`src/rtl/vs_tx_fsm.sv`:
```
// UART transmit framer: start bit, 8 data bits LSB first, optional even parity, 1 or 2 stop bits.
// A one-word holding register lets a new frame follow the last stop bit with no idle gap.
//
// state   | meaning
// --------+-----------------------------------------------------------
// S_IDLE  | line at 1, baud divider held in reset, waiting for a word
// S_START | start bit (0) on TXD
// S_DATA  | data bit d[cnt_q] on TXD
// S_PAR   | even parity bit on TXD
// S_STOP1 | first stop bit (1) on TXD
// S_STOP2 | second stop bit (1) on TXD
module vs_tx_fsm #(
  parameter bit PAR_EN = 1'b1,
  parameter bit STOP2  = 1'b1
) (
  input  logic       CLK,
  input  logic       RST,
  input  logic       TX_CE,
  input  logic       TX_DATA_EN,
  input  logic [7:0] TX_DATA,
  output logic       TX_RDY,
  output logic       TX_BUSY,
  output logic       TX_DONE,
  output logic       TXCT_R,
  output logic       TXD
);

  typedef enum logic [2:0] {
    S_IDLE, S_START, S_DATA, S_PAR, S_STOP1, S_STOP2
  } state_t;

  state_t     state, state_d;
  logic [7:0] hold_q, sr_q, sr_d;
  logic       hold_full;
  logic [2:0] cnt_q, cnt_d;
  logic       txd_q, txd_d;
  logic       txct_q, txct_d;
  logic       done_q, done_d;
  logic       load;
  logic       eof;

  always_comb begin
    state_d = state;
    sr_d    = sr_q;
    cnt_d   = cnt_q;
    txd_d   = txd_q;
    txct_d  = txct_q;
    done_d  = 1'b0;
    load    = 1'b0;
    eof     = 1'b0;
    case (state)
      S_IDLE: begin
        txd_d  = 1'b1;
        txct_d = 1'b1;
        if (hold_full) begin
          load    = 1'b1;
          sr_d    = hold_q;
          txd_d   = 1'b0;
          txct_d  = 1'b0;
          state_d = S_START;
        end
      end
      S_START: begin
        if (TX_CE) begin
          txd_d   = sr_q[0];
          cnt_d   = 3'd0;
          state_d = S_DATA;
        end
      end
      S_DATA: begin
        if (TX_CE) begin
          if (cnt_q != 3'd7) begin
            cnt_d = cnt_q + 3'd1;
            txd_d = sr_q[cnt_q + 3'd1];
          end else if (PAR_EN) begin
            txd_d   = ^sr_q;
            state_d = S_PAR;
          end else begin
            txd_d   = 1'b1;
            state_d = S_STOP1;
          end
        end
      end
      S_PAR: begin
        if (TX_CE) begin
          txd_d   = 1'b1;
          state_d = S_STOP1;
        end
      end
      S_STOP1: begin
        if (TX_CE) begin
          if (STOP2) state_d = S_STOP2;
          else       eof     = 1'b1;
        end
      end
      S_STOP2: begin
        if (TX_CE) eof = 1'b1;
      end
      default: state_d = S_IDLE;
    endcase

    // A waiting word starts immediately so the divider never restarts between frames.
    if (eof) begin
      done_d = 1'b1;
      if (hold_full) begin
        load    = 1'b1;
        sr_d    = hold_q;
        txd_d   = 1'b0;
        txct_d  = 1'b0;
        state_d = S_START;
      end else begin
        txd_d   = 1'b1;
        txct_d  = 1'b1;
        state_d = S_IDLE;
      end
    end
  end

  always_ff @(posedge CLK) begin
    if (RST) begin
      state     <= S_IDLE;
      hold_q    <= 8'h00;
      hold_full <= 1'b0;
      sr_q      <= 8'h00;
      cnt_q     <= 3'd0;
      txd_q     <= 1'b1;
      txct_q    <= 1'b1;
      done_q    <= 1'b0;
    end else begin
      state  <= state_d;
      sr_q   <= sr_d;
      cnt_q  <= cnt_d;
      txd_q  <= txd_d;
      txct_q <= txct_d;
      done_q <= done_d;
      if (load) begin
        hold_full <= 1'b0;
      end else if (TX_DATA_EN && !hold_full) begin
        hold_q    <= TX_DATA;
        hold_full <= 1'b1;
      end
    end
  end

  assign TX_RDY  = ~hold_full;
  assign TX_BUSY = (state != S_IDLE);
  assign TX_DONE = done_q;
  assign TXCT_R  = txct_q;
  assign TXD     = txd_q;

endmodule
```
`config.mk`:
```
export PLATFORM = sky130hd
export DESIGN_NAME = vs_tx_fsm
export DESIGN_NICKNAME = d
export VERILOG_FILES = /design/src/rtl/vs_tx_fsm.sv
export SDC_FILE = /design/constraint.sdc
export NUM_CORES = 1
export LEC_CHECK = 0
export ABC_AREA = 0
export CORE_ASPECT_RATIO = 1.25
export CORE_MARGIN = 3
export CORE_UTILIZATION = 58
export CTS_BUF_LIST = sky130_fd_sc_hd__clkbuf_4 sky130_fd_sc_hd__clkbuf_8
export DETAILED_ROUTE_END_ITERATION = 6
export DONT_BUFFER_PORTS = 1
export GPL_ROUTABILITY_DRIVEN = 0
export GPL_TIMING_DRIVEN = 0
export PLACE_DENSITY = 0.81
export SYNTH_ARGS = -nofsm -noshare
export SYNTH_HDL_FRONTEND = slang
export SYNTH_SLANG_ARGS = --single-unit
```
`constraint.sdc`:
```
create_clock -name CLK -period 1.65 [get_ports CLK]
set_input_delay 0.495 -clock CLK [delete_from_list [all_inputs] [get_ports CLK]]
set_output_delay 0.495 -clock CLK [all_outputs]
set_load 0.005 [all_outputs]
```
==> results of run 1 <==
## cell type report
cell class | count | area share [%]
sequential | 26 | 38.9
timing repair buffer | 1 | 1.47
multi-input combinational | 112 | 52.7
tap | 20 | 1.84
buffer | 7 | 2.21
inverter | 1 | 0.276
clock buffer | 4 | 2.67
## where the power goes
part	internal (mW)	switching (mW)	total [mW]
Clock	0.135	0.188	0.324
Combinational	0.119	0.133	0.252
Sequential	0.669	0.0387	0.707
## cells by family after synthesis
group | after synthesis
AND/OR/NAND/NOR | 64
AO/OA/AOI/OAI | 26
flip-flops | 26
multiplexers | 12
buffers and inverters | 11
XOR/XNOR | 8
adder cells (fa/ha/maj) | 2
## through the flow
stage               hold WS (ns)  setup WS [ns]  total power [mW]
floorplan                  0.436         0.0942             0.920
global placement           0.443         0.0304             0.956
detailed placement         0.457        0.00962             0.966
CTS                        0.298        0.00661              1.28
global route               0.304        0.00564              1.35
finish                     0.309         0.0467              1.28
## synthesized netlist by cell type (3+ instances only)
cell type	count
dfxtp_1	26
nor2b_1	4
clkbuf_1	4
xnor2_1	6
buf_2	5
a21oi_1	13
nand3b_1	3
nand2b_1	4
nand3_1	12
nor2_1	16
nand2_1	15
mux2i_1	12
## path summary, 6_finish.rpt
kind	from	endpoint	slack [ns]	cells past startpoint
worst min register to register	cnt_q[1]	cnt_q[1]	0.47	2
worst max register to register	cnt_q[0]	TXD	0.07	6
worst max-delay path	state[0]	TX_BUSY	0.05	1
worst min-delay path	TX_DATA[5]	hold_q[5]	0.31	2
## layer usage
layer	wire, microns	part of all wire, %
met1	988	44
met2	1160	51
met3	61	2.7
met4	52	2.3
met5	0	0
## timing repair
item,4_1_cts,5_1_grt
setup endpoints to repair,2,2
buffers inserted,0,1
hold buffers,0,0
resized for setup,6,2
==> results.sh, run 1 <==
export IMPL_busiest_layer="met2"
export IMPL_muxShareOfSynthArea_pct=9.45
export IMPL_cts_sinks=26
export IMPL_fin_tns_setup_ns=0
export IMPL_fp_dieW_microns=47.9
export IMPL_layout_common_cells="22 x dfxtp_1, 16 x nor2_1, 15 x nand2_1"
export IMPL_p_per_area_nw_per_um2=944
export IMPL_maxCapViolCount=0
export IMPL_synth_xor_area_share_pct=5.51
export IMPL_start_kind="flop"
export IMPL_drive_above_1_share_pct=11.3
export IMPL_cts_buffer_depth=2
export IMPL_grt_pass1_wl_microns=3820
export IMPL_fin_area_sq_um=1360
export IMPL_crit_family="flip-flops"
export IMPL_io_buffer_count=0
export IMPL_grt_max_degree=15
export IMPL_synth_compound_area_share_pct=12.6
export IMPL_synthTopCellsByArea="dfxtp_1 41%, mux2i_1 9.4%, a21oi_1 5.1%"
export IMPL_antenna_left=0
export IMPL_overflow=0
export IMPL_setup_viol=0
export IMPL_place_hpwl_microns=1750
export IMPL_use_met3_pct=3.98
export IMPL_avgSynthCellArea_sq_um=8.53
export IMPL_final_common_cell="dfxtp_1"
export IMPL_slowest_delay_ns=0.40
export IMPL_relSlewSlack_pct=70.5
export IMPL_tightestPinTransition_ns=0.442
export IMPL_dpl_cell_area_sq_um=1300
export IMPL_synth_top_family_by_area="simple AND/OR/NAND/NOR gates"
export IMPL_rsz0062_at_grt="false"
export IMPL_period_share_pct=97.2
export IMPL_synth_nets=163
export IMPL_cts_made_buffers=3
export IMPL_n_antenna_cell=0
export IMPL_final_hold_violation_count=0
export IMPL_die_area_sq_um=2790
export IMPL_yosysUniqueCellTypes=33
export IMPL_tritoncts="built"
export IMPL_ir_drop_uv=879
export IMPL_seq_area_sq_um=528
export IMPL_synth_edf_count=0
export IMPL_synthSimpleGateAreaFrac_pct=25.2
export IMPL_htreeDepth=1
export IMPL_drt_first_pass_iters=4
export IMPL_drt_vias_per_instance=5.71
export IMPL_synth_top_area_share_pct=40.9
export IMPL_cp_num_buf_inv=0
export IMPL_io_pins=17
export IMPL_cp_end_kind="primary output"
export IMPL_ys_warnings_count=0
export IMPL_clock_skew_ns=0.00780
export IMPL_worst_path_max_fanout=10
export IMPL_crit_arrival_ns=1.11
export IMPL_hold_class="in -> reg"
export IMPL_critPathKind="reg -> out"
export IMPL_leakagePower_nw=0.506
export IMPL_final_max_slew_viol_count=0
export IMPL_die_y_microns=58.3
export IMPL_slowest_stage="dfxtp_2"
export IMPL_avgRoutedWirePerCell_microns=13.3
export IMPL_antenna_found_initial=0
export IMPL_path_clk_slew_ns=0.14
export IMPL_path_cells="or3_4"
export IMPL_stdcell_count=171
export IMPL_met1_usage_pct=21.1
export IMPL_final_min_clock_period_ns=1.60
export IMPL_required_ns=1.15
export IMPL_fill_cells=181
export IMPL_num_vias=976
export IMPL_core_area_sq_um=2030
export IMPL_grt_pass1_vias=950
export IMPL_yosys_area_share_adder_pct=1.97
export IMPL_synthCells=149
export IMPL_dominantRegCellSynth="dfxtp_1"
export IMPL_use_met2_pct=32.3
export IMPL_nets=166
export IMPL_seq_area_frac_synth_pct=40.9
export IMPL_synth_seq_cells=26
export IMPL_outcome="finished, final reports clean"
export IMPL_async_flop_share_pct=0
export IMPL_cts_root_buffer="clkbuf_4"
export IMPL_clock_latency_ns=0.33
export IMPL_fin_util_pct=67.0
export IMPL_start_util_pct=62.7
export IMPL_row_count=18
export IMPL_area_growth_pct=6.89
export IMPL_drt_iter0_drc=6
export IMPL_grt_usage_pct=18.9
export IMPL_synth_largest_area_cell="dfxtp_1"
export IMPL_dp_cells=169
export IMPL_netlist_area_sq_um=1270
export IMPL_post_route_drc_count=0
export IMPL_fmaxAchievable_ghz=0.624
export IMPL_multi_input_area_sq_um=716
export IMPL_wirelength_microns=2270
(Power assumes the default switching activity.)
==> run 2: changes to the inputs <==
CELL_PAD_IN_SITES_DETAIL_PLACEMENT = 0   (was not set)
CELL_PAD_IN_SITES_GLOBAL_PLACEMENT = 1   (was not set)
CORE_UTILIZATION = 44   (was 58)
PLACE_DENSITY = 0.82   (was 0.81)
==> run 2 against run 1 <==
Compared with the run above: non-clock buffer count grew 2; clock power about the same; register-to-register slack hardly changed; critical endpoint unchanged; largest cell class unchanged; highest routed layer unchanged.
==> results.sh, run 2 (synthesis results as in run 1) <==
export IMPL_start_util_pct=46.5
export IMPL_r2r_slack_ns=0.08
export IMPL_required_ns=1.15
export IMPL_n_antenna_cell=0
export IMPL_antenna_found_initial=0
export IMPL_fill_cells=284
export IMPL_worst_path_max_fanout=8
export IMPL_num_vias=1004
export IMPL_row_count=21
export IMPL_tightestPinTransition_ns=0.471
export IMPL_met1_usage_pct=19.1
export IMPL_setup_viol=0
export IMPL_fmaxAchievable_ghz=0.621
export IMPL_fp_dieW_microns=54.1
export IMPL_drt_iter0_drc=14
export IMPL_grt_max_degree=15
export IMPL_path_cells="or3_4"
export IMPL_seq_area_sq_um=528
export IMPL_cts_sinks=26
export IMPL_slowest_delay_ns=0.40
export IMPL_multi_input_area_sq_um=717
export IMPL_start_kind="flop"
export IMPL_crit_family="flip-flops"
export IMPL_crit_start="state[1]"
export IMPL_clock_skew_ns=0.0101
export IMPL_use_met2_pct=24.7
export IMPL_final_min_clock_period_ns=1.61
export IMPL_die_area_sq_um=3570
export IMPL_leakagePower_nw=0.514
export IMPL_htreeDepth=1
export IMPL_busiest_layer="met2"
export IMPL_wirelength_microns=2440
export IMPL_period_share_pct=97.5
export IMPL_cts_root_buffer="clkbuf_4"
export IMPL_reg2reg_from="cnt_q[0]"
export IMPL_drt_vias_per_instance=5.37
export IMPL_cp_num_buf_inv=0
export IMPL_fin_tns_setup_ns=0
export IMPL_r2r_end="TXD"
export IMPL_cts_buffer_depth=2
export IMPL_fin_ws_ns=0.0409
export IMPL_drt_first_pass_iters=4
export IMPL_drive_above_1_share_pct=12.4
export IMPL_place_hpwl_microns=1800
export IMPL_core_area_sq_um=2730
export IMPL_grt_pass1_wl_microns=4100
export IMPL_nets=168
export IMPL_slowest_stage="dfxtp_4"
export IMPL_io_buffer_count=0
export IMPL_rsz0062_at_grt="false"
export IMPL_hold_path_endpoint="hold_q[6]"
export IMPL_hold_depth=2
export IMPL_post_route_drc_count=0
export IMPL_use_met3_pct=3.16
export IMPL_clock_latency_ns=0.33
export IMPL_crit_arrival_ns=1.11
export IMPL_fin_util_pct=50.5
export IMPL_place_worst_setup_slack_ns=-0.00609
export IMPL_overflow=0
export IMPL_cp_end_kind="primary output"
export IMPL_antenna_left=0
export IMPL_holdCritStartpoint="TX_DATA[6]"
export IMPL_critPathKind="reg -> out"
export IMPL_avgRoutedWirePerCell_microns=13.0
export IMPL_relSlewSlack_pct=68.6
export IMPL_layout_common_cells="22 x dfxtp_1, 16 x nor2_1, 15 x nand2_1"
export IMPL_final_max_slew_viol_count=0
export IMPL_final_common_cell="dfxtp_1"
export IMPL_grt_pass1_vias=940
export IMPL_io_pins=17
export IMPL_fin_area_sq_um=1380
export IMPL_r2r_cells=6
export IMPL_path_clk_slew_ns=0.14
export IMPL_outcome="finished, final reports clean"
export IMPL_final_hold_violation_count=0
export IMPL_grt_usage_pct=15.6
export IMPL_tritoncts="built"
export IMPL_stdcell_count=187
export IMPL_dpl_cell_area_sq_um=1310
export IMPL_maxCapViolCount=0
export IMPL_cts_made_buffers=3
export IMPL_ir_drop_uv=524
export IMPL_die_y_microns=66.1
export IMPL_area_growth_pct=8.56
export IMPL_hold_class="in -> reg"
export IMPL_p_per_area_nw_per_um2=929
export IMPL_dp_cells=183
run 2: power breakdown:
group | total, mW | switching (mW) | internal (mW) | leakage [nW]
Combinational | 0.248 | 0.130 | 0.118 | 0.278
Clock | 0.322 | 0.187 | 0.135 | 0.0210
Sequential | 0.712 | 0.0432 | 0.669 | 0.214
Total | 1.28 | 0.360 | 0.922 | 0.514
run 2: repair_timing:
action | in CTS | in global routing
hold buffers | 0 | 0
endpoints found under the setup margin | 2 | 2
pin swaps | 0 | 2
resized for setup | 3 | 6
setup buffers | 0 | 3
run 2: worst max path at each step:
stage,slack [ns],cells past startpoint,endpoint
after global routing,0.001,6,TXD
after global placement,0.02,6,TXD
after CTS,-0.02,2,TX_BUSY
final,0.04,1,TX_BUSY
after floorplan,0.09,6,TXD
after detailed placement,-0.006,6,TXD
run 2: area by class of cell:
| type | instances | share of cell area, % |
|---|---|---|
| Tap cell | 34 | 3.08 |
| Clock buffer | 4 | 2.63 |
| Timing Repair Buffer | 3 | 1.63 |
| Multi-Input combinational cell | 112 | 51.9 |
| Inverter | 1 | 0.272 |
| Buffer | 7 | 2.18 |
| Sequential cell | 26 | 38.3 |
run 2: per-layer routing:
metal  up-vias  wire length [microns]  share of wire [%]
li1        523                      -                  -
met4         0                     53                2.2
met1       460                   1110                 46
met3         5                     82                3.4
met2        16                   1190                 49
met5         -                      0                  0
run 2: through the flow:
stage / hold slack [ns] / power (mW)
final: 0.306 / 1.28
after global routing: 0.294 / 1.37
after detailed placement: 0.454 / 0.966
after floorplan: 0.436 / 0.920
after global placement: 0.443 / 0.960
after CTS: 0.294 / 1.29
==> run 3: changes to the inputs <==
PLACE_DENSITY = not set   (was 0.82)
PLACE_DENSITY_LB_ADDON = 0.1   (was not set)
clock period = 1.4 ns   (was 1.65 ns; I/O delays follow)
==> run 3 against run 2 <==
Compared with the run above: the flow now finishes with violations (setup timing); power is 26% higher; global-route usage is 0.19 points lower; design area is 12% higher; register-to-register slack worse by 0.20 ns; clock-buffer cell count stayed put; sequential power is 18% higher; first-iteration DRC count is 21% lower; die area stayed put; worst hold slack worse by 0.070 ns; sequential cell count stayed put; routed wire length is 3.6% higher; utilization is 6.2 points higher; critical path type unchanged; critical endpoint unchanged; largest power group unchanged.
==> results.sh, run 3 (synthesis results as in run 1) <==
export IMPL_outcome="complete, but fails checks"
export IMPL_violations="setup timing"
export IMPL_hold_ws_ns=0.236
export IMPL_slowest_delay_ns=0.37
export IMPL_clock_skew_ns=0.00813
export IMPL_row_count=21
export IMPL_cp_end_kind="primary output"
export IMPL_antenna_left=0
export IMPL_place_hpwl_microns=1800
export IMPL_hold_class="in -> reg"
export IMPL_fin_ws_ns=-0.174
export IMPL_fin_area_sq_um=1550
export IMPL_wirelength_microns=2530
export IMPL_tightestPinTransition_ns=0.535
export IMPL_post_route_drc_count=0
export IMPL_start_kind="flop"
export IMPL_seq_area_sq_um=528
export IMPL_grt_pass1_wl_microns=4110
export IMPL_layout_common_cells="20 x dfxtp_1, 16 x nor2_1, 14 x nand2_1"
export IMPL_cts_sinks=26
export IMPL_fin_util_pct=56.7
export IMPL_tritoncts="built"
export IMPL_final_max_slew_viol_count=0
export IMPL_overflow=0
export IMPL_cts_buffer_depth=2
export IMPL_fill_cells=266
export IMPL_leakagePower_nw=0.566
export IMPL_rsz0062_at_grt="true"
export IMPL_p_per_area_nw_per_um2=1040
export IMPL_worst_path_max_fanout=2
export IMPL_slowest_stage="or3_4"
export IMPL_relSlewSlack_pct=64.3
export IMPL_htreeDepth=1
export IMPL_final_hold_violation_count=0
export IMPL_clock_latency_ns=0.32
export IMPL_n_antenna_cell=0
export IMPL_drt_vias_per_instance=5.23
export IMPL_path_cells="buf_6 > or3_4"
export IMPL_final_common_cell="dfxtp_1"
export IMPL_ir_drop_uv=875
export IMPL_maxCapViolCount=0
export IMPL_setup_viol=4
export IMPL_io_pins=17
export IMPL_required_ns=0.98
export IMPL_die_area_sq_um=3570
export IMPL_nets=174
export IMPL_busiest_layer="met2"
export IMPL_core_area_sq_um=2730
export IMPL_grt_pass1_vias=963
export IMPL_fp_dieW_microns=54.1
export IMPL_num_vias=1010
export IMPL_multi_input_area_sq_um=826
export IMPL_grt_max_degree=15
export IMPL_fmaxAchievable_ghz=0.635
export IMPL_drt_iter0_drc=11
export IMPL_final_min_clock_period_ns=1.57
export IMPL_start_util_pct=46.5
export IMPL_use_met3_pct=2.93
export IMPL_antenna_found_initial=0
export IMPL_area_growth_pct=21.9
export IMPL_io_buffer_count=0
export IMPL_period_share_pct=112
export IMPL_crit_family="simple AND/OR/NAND/NOR gates"
export IMPL_cp_num_buf_inv=1
export IMPL_path_clk_slew_ns=0.14
export IMPL_drt_first_pass_iters=3
export IMPL_die_y_microns=66.1
export IMPL_cts_made_buffers=3
export IMPL_drive_above_1_share_pct=28.3
export IMPL_grt_usage_pct=15.4
export IMPL_met1_usage_pct=18.5
export IMPL_crit_arrival_ns=1.15
export IMPL_cts_root_buffer="clkbuf_4"
export IMPL_avgRoutedWirePerCell_microns=13.1
export IMPL_use_met2_pct=27.0
export IMPL_power_mw=1.61
export IMPL_cts_hold_buf=0
export IMPL_dpl_cell_area_sq_um=1330
export IMPL_critPathKind="reg -> out"
==> run 3: per-layer routing <==
layer  vias up  wire (microns)
met5         -               0
met4         0              26
met3         4              59
met2        11            1310
met1       464            1130
li1        531               -
==> run 3: power breakdown <==
part           leakage (nW)  internal [mW]  switching, mW  total, mW
registers             0.215          0.789         0.0491      0.838
clock network        0.0210          0.159          0.222      0.381
logic                 0.330          0.190          0.202      0.392
==> run 3: repair_timing <==
item | in CTS | in global routing
resized for setup | 14 | 28
buffers inserted | 4 | 1
cloned | 0 | 2
setup endpoints to repair | 10 | 15
hold endpoints to repair | 0 | 0
pin swaps | 3 | 18
==> run 3: through the flow <==
| step | cells | setup slack [ns] | TNS [ns] |
|---|---|---|---|
| global placement | 183 | -0.156 | -0.156 |
| floorplan | 149 | -0.0970 | -0.0970 |
| detailed placement | 183 | -0.167 | -0.168 |
| finish | 193 | -0.174 | -0.371 |
| CTS | 190 | -0.185 | -0.404 |
| global route | 193 | -0.210 | -1.02 |
==> run 3: final timing paths <==
check,from,cells past startpoint,end,slack [ns]
setup / recovery,state[1],2,TX_BUSY,-0.17
hold / removal,TX_DATA[1],2,hold_q[1],0.24
setup reg to reg,cnt_q[0],6,TXD,-0.12
hold reg to reg,cnt_q[1],2,cnt_q[1],0.49
==> run 3: worst register-to-register path, delay by kind of cell (launching register included) <==
kind	cells	cell delay, ns
simple gates	1	0.31
compound gates	3	0.37
flops	1	0.36
fa+ha+maj	2	0.42
==> run 3: cell type report <==
class / instances / area share, %
Multi-Input combinational cell: 113 / 53.3
Buffer: 9 / 3.88
Inverter: 1 / 0.242
Clock buffer: 4 / 2.34
Timing Repair Buffer: 6 / 3.39
Tap cell: 34 / 2.75
Sequential cell: 26 / 34.1
